<file path="config.mk">
export PLATFORM = sky130hd
export DESIGN_NAME = sa_tile_scheduler
export DESIGN_NICKNAME = d
export VERILOG_FILES = /design/src/rtl/sa_sched_pkg.sv /design/src/rtl/sa_tile_counter.sv /design/src/rtl/sa_tile_scheduler.sv
export SDC_FILE = /design/constraint.sdc
export NUM_CORES = 1
export LEC_CHECK = 0
export CAP_MARGIN = 5
export CORE_ASPECT_RATIO = 0.75
export CORE_UTILIZATION = 60
export DETAILED_ROUTE_END_ITERATION = 10
export PLACE_DENSITY = 0.82
export REMOVE_ABC_BUFFERS = 1
export SETUP_SLACK_MARGIN = 0.1
export SLEW_MARGIN = 20
export SYNTH_ARGS = -nofsm -noshare
export SYNTH_HDL_FRONTEND = slang
export SYNTH_SLANG_ARGS = --single-unit
</file>
<file path="constraint.sdc">
create_clock -name i_clk -period 7.3 [get_ports i_clk]
set_input_delay 0.73 -clock i_clk [delete_from_list [all_inputs] [get_ports i_clk]]
set_output_delay 0.73 -clock i_clk [all_outputs]
set_load 0.03 [all_outputs]
</file>
<file path="src/rtl/sa_sched_pkg.sv">
// Shared types and defaults for the systolic-array tile scheduler.
package sa_sched_pkg;
  localparam int TILE            = 32;
  localparam int DIM_W_DEF       = 6;
  localparam int ADDR_W_DEF      = 12;
  localparam int TIMEOUT_CYC_DEF = 1024;

  typedef enum logic [2:0] {IDLE, LOAD, COMPUTE, WB, DONE} state_t;
endpackage

</file>
<file path="src/rtl/sa_tile_counter.sv">
// Nested m/n/k tile counter (k innermost) with registered A/B/C tile indices.
module sa_tile_counter import sa_sched_pkg::*; #(
  parameter int DIM_W  = DIM_W_DEF,
  parameter int ADDR_W = ADDR_W_DEF
) (
  input  logic              clk,
  input  logic              rst,
  input  logic              clr,
  input  logic [DIM_W-1:0]  m_tiles,
  input  logic [DIM_W-1:0]  k_tiles,
  input  logic [DIM_W-1:0]  n_tiles,
  input  logic              inc_k,
  input  logic              inc_tile,
  output logic              k_first,
  output logic              k_last,
  output logic              tile_last,
  output logic [ADDR_W-1:0] a_idx,
  output logic [ADDR_W-1:0] b_idx,
  output logic [ADDR_W-1:0] c_idx
);
  logic [DIM_W-1:0]  m_cfg, k_cfg, n_cfg;
  logic [DIM_W-1:0]  m, n, k;
  logic [DIM_W-1:0]  m_nx, n_nx, k_nx;
  logic [ADDR_W-1:0] a_nx, b_nx, c_nx;
  logic              m_last, n_last;

  assign k_first   = (k == '0);
  assign k_last    = (k == k_cfg - DIM_W'(1));
  assign n_last    = (n == n_cfg - DIM_W'(1));
  assign m_last    = (m == m_cfg - DIM_W'(1));
  assign tile_last = m_last && n_last;

  always_comb begin
    m_nx = m;
    n_nx = n;
    k_nx = k;
    if (clr) begin
      m_nx = '0;
      n_nx = '0;
      k_nx = '0;
    end else if (inc_k) begin
      k_nx = k + DIM_W'(1);
    end else if (inc_tile) begin
      k_nx = '0;
      if (n_last) begin
        n_nx = '0;
        if (!m_last) m_nx = m + DIM_W'(1);
      end else begin
        n_nx = n + DIM_W'(1);
      end
    end
  end

  // Indices follow the next counter values so they land with the request pulse.
  always_comb begin
    a_nx = ADDR_W'(m_nx) * ADDR_W'(k_cfg) + ADDR_W'(k_nx);
    b_nx = ADDR_W'(k_nx) * ADDR_W'(n_cfg) + ADDR_W'(n_nx);
    c_nx = ADDR_W'(m_nx) * ADDR_W'(n_cfg) + ADDR_W'(n_nx);
  end

  always_ff @(posedge clk) begin
    if (clr) begin
      m_cfg <= m_tiles;
      k_cfg <= k_tiles;
      n_cfg <= n_tiles;
    end
  end

  always_ff @(posedge clk) begin
    if (rst) begin
      m     <= '0;
      n     <= '0;
      k     <= '0;
      a_idx <= '0;
      b_idx <= '0;
      c_idx <= '0;
    end else begin
      m     <= m_nx;
      n     <= n_nx;
      k     <= k_nx;
      a_idx <= a_nx;
      b_idx <= b_nx;
      c_idx <= c_nx;
    end
  end
endmodule

</file>
<file path="src/rtl/sa_tile_scheduler.sv">
// Tiled GEMM sequencer: drives operand load, array valid/accumulate and C-tile
// writeback in m/n/k loop order.
module sa_tile_scheduler import sa_sched_pkg::*; #(
  parameter int DIM_W       = DIM_W_DEF,
  parameter int ADDR_W      = ADDR_W_DEF,
  parameter int TIMEOUT_CYC = TIMEOUT_CYC_DEF
) (
  input  logic              i_clk,
  input  logic              i_rst,
  input  logic              i_start,
  input  logic [DIM_W-1:0]  i_m_tiles,
  input  logic [DIM_W-1:0]  i_k_tiles,
  input  logic [DIM_W-1:0]  i_n_tiles,
  output logic              o_busy,
  output logic              o_done,
  output logic              o_err,
  output logic              o_load_start,
  output logic [ADDR_W-1:0] o_a_tile_idx,
  output logic [ADDR_W-1:0] o_b_tile_idx,
  input  logic              i_load_done,
  output logic              o_sa_valid,
  input  logic              i_sa_valid_result,
  output logic              o_acc_en,
  output logic              o_acc_first,
  output logic              o_wb_start,
  output logic [ADDR_W-1:0] o_c_tile_idx,
  input  logic              i_wb_done
);
  localparam int TW = $clog2(TIMEOUT_CYC + 1);

  state_t        state;
  logic [TW-1:0] tcnt;
  logic          start_ok, dim_zero, inc_k, inc_tile;
  logic          k_first, k_last, tile_last;

  // DONE already has busy low, so a start landing there is taken too.
  assign start_ok = i_start && (state == IDLE || state == DONE);
  assign dim_zero = (i_m_tiles == '0) || (i_k_tiles == '0) || (i_n_tiles == '0);
  assign inc_k    = (state == COMPUTE) && i_sa_valid_result && !k_last;
  assign inc_tile = (state == WB) && i_wb_done;

  assign o_acc_en    = (state == COMPUTE) && i_sa_valid_result;
  assign o_acc_first = o_acc_en && k_first;

  sa_tile_counter #(.DIM_W(DIM_W), .ADDR_W(ADDR_W)) u_cnt (
    .clk       (i_clk),
    .rst       (i_rst),
    .clr       (start_ok),
    .m_tiles   (i_m_tiles),
    .k_tiles   (i_k_tiles),
    .n_tiles   (i_n_tiles),
    .inc_k     (inc_k),
    .inc_tile  (inc_tile),
    .k_first   (k_first),
    .k_last    (k_last),
    .tile_last (tile_last),
    .a_idx     (o_a_tile_idx),
    .b_idx     (o_b_tile_idx),
    .c_idx     (o_c_tile_idx)
  );

  always_ff @(posedge i_clk) begin
    if (i_rst) begin
      state        <= IDLE;
      tcnt         <= '0;
      o_busy       <= 1'b0;
      o_done       <= 1'b0;
      o_err        <= 1'b0;
      o_load_start <= 1'b0;
      o_sa_valid   <= 1'b0;
      o_wb_start   <= 1'b0;
    end else begin
      o_done       <= 1'b0;
      o_load_start <= 1'b0;
      o_sa_valid   <= 1'b0;
      o_wb_start   <= 1'b0;
      case (state)
        IDLE, DONE: begin
          state <= IDLE;
          if (start_ok) begin
            o_err <= 1'b0;
            if (dim_zero) begin
              state  <= DONE;
              o_done <= 1'b1;
              o_err  <= 1'b1;
              o_busy <= 1'b0;
            end else begin
              state        <= LOAD;
              o_load_start <= 1'b1;
              o_busy       <= 1'b1;
            end
          end
        end
        LOAD: begin
          // A done coinciding with the request pulse belongs to no request.
          if (!o_load_start && i_load_done) begin
            state      <= COMPUTE;
            o_sa_valid <= 1'b1;
            tcnt       <= '0;
          end
        end
        COMPUTE: begin
          if (i_sa_valid_result) begin
            if (!k_last) begin
              state        <= LOAD;
              o_load_start <= 1'b1;
            end else begin
              state      <= WB;
              o_wb_start <= 1'b1;
            end
          end else if (tcnt == TW'(TIMEOUT_CYC - 1)) begin
            state  <= DONE;
            o_done <= 1'b1;
            o_err  <= 1'b1;
            o_busy <= 1'b0;
          end else begin
            tcnt <= tcnt + TW'(1);
          end
        end
        WB: begin
          if (i_wb_done) begin
            if (tile_last) begin
              state  <= DONE;
              o_done <= 1'b1;
              o_busy <= 1'b0;
            end else begin
              state        <= LOAD;
              o_load_start <= 1'b1;
            end
          end
        end
        default: state <= IDLE;
      endcase
    end
  end
endmodule
</file>
## Word level (Yosys, flattened, before mapping)

Index checks and enable logic that the tools add are counted.

- Reductions and logical operators: 27
- Equality and inequality tests: 16
- Bitwise gates (word level): 3
- Muxes and demuxes: 51
- Multipliers: 3
- Add/sub/neg operators: 10

Operators with widths:

| operator | count |
|---|---|
| $mux 6 | 12 |
| $add 12x6->12 | 3 |
| $mul 6x6->12 | 3 |
| $mux 11 | 3 |
| $logic_not 6->1 | 4 |
| $mux 1 | 22 |
| $pmux 11 s2 | 1 |
| $mux 3 | 7 |
| $add 6x1->6 const B | 3 |
| $eq 6x6->1 | 3 |
| $sub 6x1->6 const B | 3 |
| $ne 2x2->1 const B | 6 |
| $pmux 3 s4 | 1 |
| $add 11x1->11 const B | 1 |
| $eq 11x10->1 const B | 1 |
| $pmux 1 s3 | 3 |
| $reduce_and 4->1 | 2 |
| $logic_and 1x1->1 | 7 |
| $eq 3x2->1 const B | 2 |
| $reduce_and 6->1 | 1 |
| $reduce_bool 2->1 | 2 |
| $reduce_or 2->1 | 2 |
| $eq 3x1->1 const B | 1 |
| $eq 3x3->1 const B | 1 |
| other kinds (11) | 16 |

- Output and inout bits: 44
- Logic and storage cells: 127
- Register bits after elaboration: 92
- Input port bits: 24

## Longest topological paths before layout

- Word-level depth: 9
- Mapped depth: 24
- Gate-level depth less buffers: 23

## Modules after synthesis

From an unflattened synthesis, not the netlist that was laid out.

- Cells, all modules: 1018
- Area, all modules: 8899.8 um2

Modules (own cells, without submodules):

| module | instances | cells each | area an instance (um2) | seq. area each (um2) |
|---|---|---|---|---|
| sa_tile_counter | 1 | 875 | 7748.7 | 1621.6 |
| sa_tile_scheduler | 1 | 143 | 1151.1 | 400.4 |

## Worst setup path before layout

OpenSTA, ideal clock, no wires.

- Path kind: input to register
- Start point: input i_start
- End point: register u_cnt.b_idx[10]
- Slack: 1.222 ns
- Stages on the path: 19
- Arrival time: 5.957 ns
- Cells stage by stage: nand2b_1 or2_2 clkbuf_1 clkinv_1 nor2_1 nand2_1 mux2i_2 nand2_1 fa_1 fa_1 inv_1 fa_1 inv_1 fa_1 inv_1 ha_1 a2111oi_0 o21ai_0 mux2_2

- Cells in the longest elaborated chain, start to end: 4

RTL lines:

| item | line | source |
|---|---|---|
| start: declaration | sa_tile_scheduler.sv:10 | `input logic i_start,` |
| $logic_and 1x1->1 | sa_tile_scheduler.sv:37 | `assign start_ok = i_start && (state == IDLE \|\| state == DONE);` |
| via start_ok | sa_tile_scheduler.sv:33 | `logic start_ok, dim_zero, inc_k, inc_tile;` |
| $mux 6 | sa_tile_counter.sv:37 | `if (clr) begin` |
| via u_cnt.k_nx[0] | sa_tile_counter.sv:23 | `logic [DIM_W-1:0] m_nx, n_nx, k_nx;` |
| $mul 6x6->12 | sa_tile_counter.sv:57 | `b_nx = ADDR_W'(k_nx) * ADDR_W'(n_cfg) + ADDR_W'(n_nx);` |
| $add 12x6->12 | sa_tile_counter.sv:57 |  |
| end signal: assignment | sa_tile_counter.sv:82 | `b_idx <= b_nx;` |
| end: declaration | sa_tile_counter.sv:18 | `output logic [ADDR_W-1:0] b_idx,` |

The timed path passes the listed nets, and every way through them passes these cells.
A chain may end at the register's enable or synchronous reset.

## Final worst setup path

- Start point: register u_cnt.n_cfg[0]
- End point: register u_cnt.a_idx[10]

- Cells in the longest elaborated chain, start to end: 8

RTL lines:

| item | line | source |
|---|---|---|
| start: declaration | sa_tile_counter.sv:21 | `logic [DIM_W-1:0] m_cfg, k_cfg, n_cfg;` |
| start signal: assignment | sa_tile_counter.sv:65 | `n_cfg <= n_tiles;` |
| $sub 6x1->6 | sa_tile_counter.sv:29 | `assign n_last = (n == n_cfg - DIM_W'(1));` |
| $eq 6x6->1 | sa_tile_counter.sv:29 |  |
| $mux 6 | sa_tile_counter.sv:45 | `if (n_last) begin` |
| $mux 6 | sa_tile_counter.sv:43 | `end else if (inc_tile) begin` |
| $mux 6 | sa_tile_counter.sv:41 | `end else if (inc_k) begin` |
| $mux 6 | sa_tile_counter.sv:37 |  |
| $mul 6x6->12 | sa_tile_counter.sv:56 | `a_nx = ADDR_W'(m_nx) * ADDR_W'(k_cfg) + ADDR_W'(k_nx);` |
| $add 12x6->12 | sa_tile_counter.sv:56 |  |
| end signal: assignment | sa_tile_counter.sv:81 | `a_idx <= a_nx;` |
| end: declaration | sa_tile_counter.sv:17 | `output logic [ADDR_W-1:0] a_idx,` |

No other way between the ends.

==> results.json <==
{
  "die_w_microns": 137,
  "hold_ws_ps": 437,
  "hold_viol": 0,
  "synth.largest_area_cell": "dfxtp_1",
  "place_congestion": 0.926,
  "core_sq_um": 13100,
  "worst_setup_path_start_kind": "flop",
  "htreeDepth": 3,
  "worstPathMaxFanout": 13,
  "yosysWarnings": 0,
  "synthTopCellsByArea": "dfxtp_1 (18%), ha_1 (15%), fa_1 (15%)",
  "drcViolationCount": 0,
  "synth_seq_cells": 92,
  "n_fill_cell": 1008,
  "cts_made_buffers": 9,
  "r2r_cells": 19,
  "endpoint_kind": "flop",
  "tightest_slew_ps": 1100,
  "finalNetCount": 1156,
  "finalSetupViolCount": 0,
  "critPathKind": "flop to flop",
  "final_common_cell": "nor2_1",
  "die_area_sq_um": 14000,
  "hold_path_class": "flop to flop",
  "fmax_mhz": 148,
  "min_to": "tcnt[10]",
  "cp.buffers_inverters": 4,
  "synthCells": 905,
  "syn_area_sq_um": 8140,
  "powerDensity_nw_per_um2": 123,
  "drv_slew": 0,
  "cts.clk_slew.worst_paths_ps": 70,
  "cts_setup_buffers": 0,
  "syn2layout_area_growth_pct": 14.5,
  "grt_max_degree": 57,
  "p_leak_nw": 4.26,
  "max_cap_viol_count": 0,
  "drt_first_pass_iters": 5,
  "numClockSinks": 92,
  "worst_ir_drop_vdd_mv": 0.134,
  "holdCritStartpoint": "tcnt[10]",
  "grt_antenna_before_repair": 0,
  "cts_tree": "built",
  "cp_slowest_stage_delay_ps": 880,
  "portBuffers": 67,
  "synth_ff_type": "dfxtp_1",
  "yosysSeqAreaShare_pct": 24.8,
  "cts_resized": 0,
  "cp_slowest_cell": "xor2_1",
  "vias": 6765,
  "crit_required_ps": 7550,
  "postCtsHoldBufs": 0,
  "initial_core_util_pct": 62.1,
  "cts.root.buffer_cell": "clkbuf_16",
  "yosys.area.top_type_share_pct": 18.2,
  "final_cell_mix": "nor2_1 (104), inv_1 (101), ha_1 (98)",
  "die_h_microns": 103,
  "antenna_cells": 0,
  "grt_overflow": 0,
  "grtUsageTotal_pct": 29.5,
  "fin_setup_tns_ps": 0,
  "ctsLongestPathBuffers": 2,
  "num_rows": 36,
  "grt_pass1_vias": 6463,
  "dpl.hpwl_microns": 14700,
  "final_layout_size_suffix_gt1_share_pct": 6.33,
  "fin_skew_ps": 7.05,
  "cp_top_family": "adder cells",
  "drt_iter0_drc": 516,
  "r2r-end": "u_cnt.a_idx[10]",
  "rsz0062_at_grt": "no",
  "routed_wl_microns": 19200,
  "io_pins": 68,
  "synth_edf_count": 18,
  "antenna_left": 0,
  "synth_cell_types": 66,
  "cp_cell_sequence": "inv_1 -> ha_1 -> nor2b_1 -> or3_1 -> a31oi_1 -> buf_4 -> o2111ai_1 -> xor2_1 -> nor2_1 -> fa_1 -> inv_1 -> fa_1 -> fa_1 -> fa_1 -> inv_1 -> ha_1 -> a2111oi_0 -> o21ai_0 -> mux2_2",
  "wire_per_inst_microns": 16.7,
  "hold_depth": 2,
  "vias_per_cell": 5.88,
  "synth_area_per_cell_sq_um": 9.00,
  "grt_pass1_wl_microns": 31900,
  "post-route-period-util_pct": 92.7,
  "status": "completed",
  "synth-async-reset-ratio_pct": 0,
  "arrival_ps": 7010,
  "insertion_delay_ps": 360,
  "r2r_slack_ps": 530,
  "crit_top_cell": "fa_1",
  "timing.final.crit_period_ps": 6770,
  "maxSlewHeadroom_pct": 26.3,
  "reg2reg_from": "u_cnt.n_cfg[0]"
}
stage by stage:
step | instances | setup WS (ps) | cell area, sq um | utilization, % | total power [mW]
global placement | 1134 | 585 | 9040 | 69.0 | 0.688
floorplan | 880 | 1200 | 8040 | - | 0.634
global route | 1150 | 129 | 9320 | 71.1 | 1.19
CTS | 1150 | 598 | 9320 | 71.1 | 1.15
finish | 1150 | 535 | 9320 | 71.1 | 1.14
detailed placement | 1134 | 509 | 9040 | 69.0 | 0.691
how the worst max path moves through the flow:
stage,startpoint,to,cells after the start
after global routing,u_cnt.n_cfg[0],u_cnt.c_idx[10],18
after CTS,u_cnt.n_cfg[0],u_cnt.a_idx[10],19
after detailed placement,i_wb_done,u_cnt.a_idx[10],16
after global placement,i_wb_done,u_cnt.a_idx[10],16
after floorplan,i_start,u_cnt.b_idx[10],18
final,u_cnt.n_cfg[0],u_cnt.a_idx[10],19
metal layers:
metal	vias up	GRT usage [%]	share of wire, %
li1	3247	-	-
met5	-	0	0
met1	3167	42.3	47
met3	36	7.92	9.8
met2	315	43.0	41
met4	0	9.49	2.1
report_power, final:
group	internal, mW	leakage, nW	switching [mW]
logic	0.0484	3.35	0.0867
registers	0.532	0.769	0.0159
clock network	0.245	0.141	0.216
total	0.826	4.26	0.319
tightest hold or removal path: cells and delay by family, from the launching register on:
family	cells	cell delay, ps
flops	1	310
buf+inv	1	50
compound gates	1	40
cells in the mapped netlist (5+ instances only):
master,instances
or4_1,8
or2_2,9
nor2b_1,22
nor2_1,104
nor3b_1,5
and3_1,5
xor2_1,19
and2_1,13
o21bai_1,7
nor3_1,24
a31oi_1,6
fa_1,60
buf_2,8
o21a_1,5
o21ai_0,20
xnor2_1,30
edfxtp_1,18
nor4_1,14
nand2b_1,14
inv_1,101
ha_1,98
dfxtp_1,74
a211oi_1,9
or3_1,7
nand3_1,21
a21o_1,21
clkbuf_1,16
a21oi_1,49
nand2_1,49
state kept, by name, indices dropped and copies added (netlist names), 3 cells and up:
signal	flops
u_cnt.n_cfg	6
u_cnt.m	6
u_cnt.m_cfg	6
u_cnt.b_idx	12
u_cnt.k	6
u_cnt.c_idx	12
u_cnt.n	6
u_cnt.a_idx	12
tcnt	11
u_cnt.k_cfg	6
state	3
kinds of logic (layout without fill, tap and decap cells):
| group | after synthesis | count (layout) | share of synthesized area, % |
|---|---|---|---|
| compound gates | 159 | 159 | 13.6 |
| xor+xnor | 49 | 49 | 5.27 |
| fa+ha+maj | 158 | 158 | 29.8 |
| buf+inv | 127 | 201 | 5.98 |
| flops | 92 | 92 | 24.8 |
| mux | 11 | 11 | 1.64 |
| simple gates | 309 | 309 | 18.9 |
layout make-up:
class | instances | area, sq um | share of cell area [%]
multi-input combinational | 686 | 5640 | 60.4
sequential | 92 | 2020 | 21.7
timing repair buffer | 83 | 786 | 8.43
inverter | 102 | 383 | 4.11
clock buffer | 11 | 243 | 2.60
tap | 171 | 214 | 2.29
clock inverter | 5 | 41.3 | 0.443
Power figures use the tool's default switching activity.
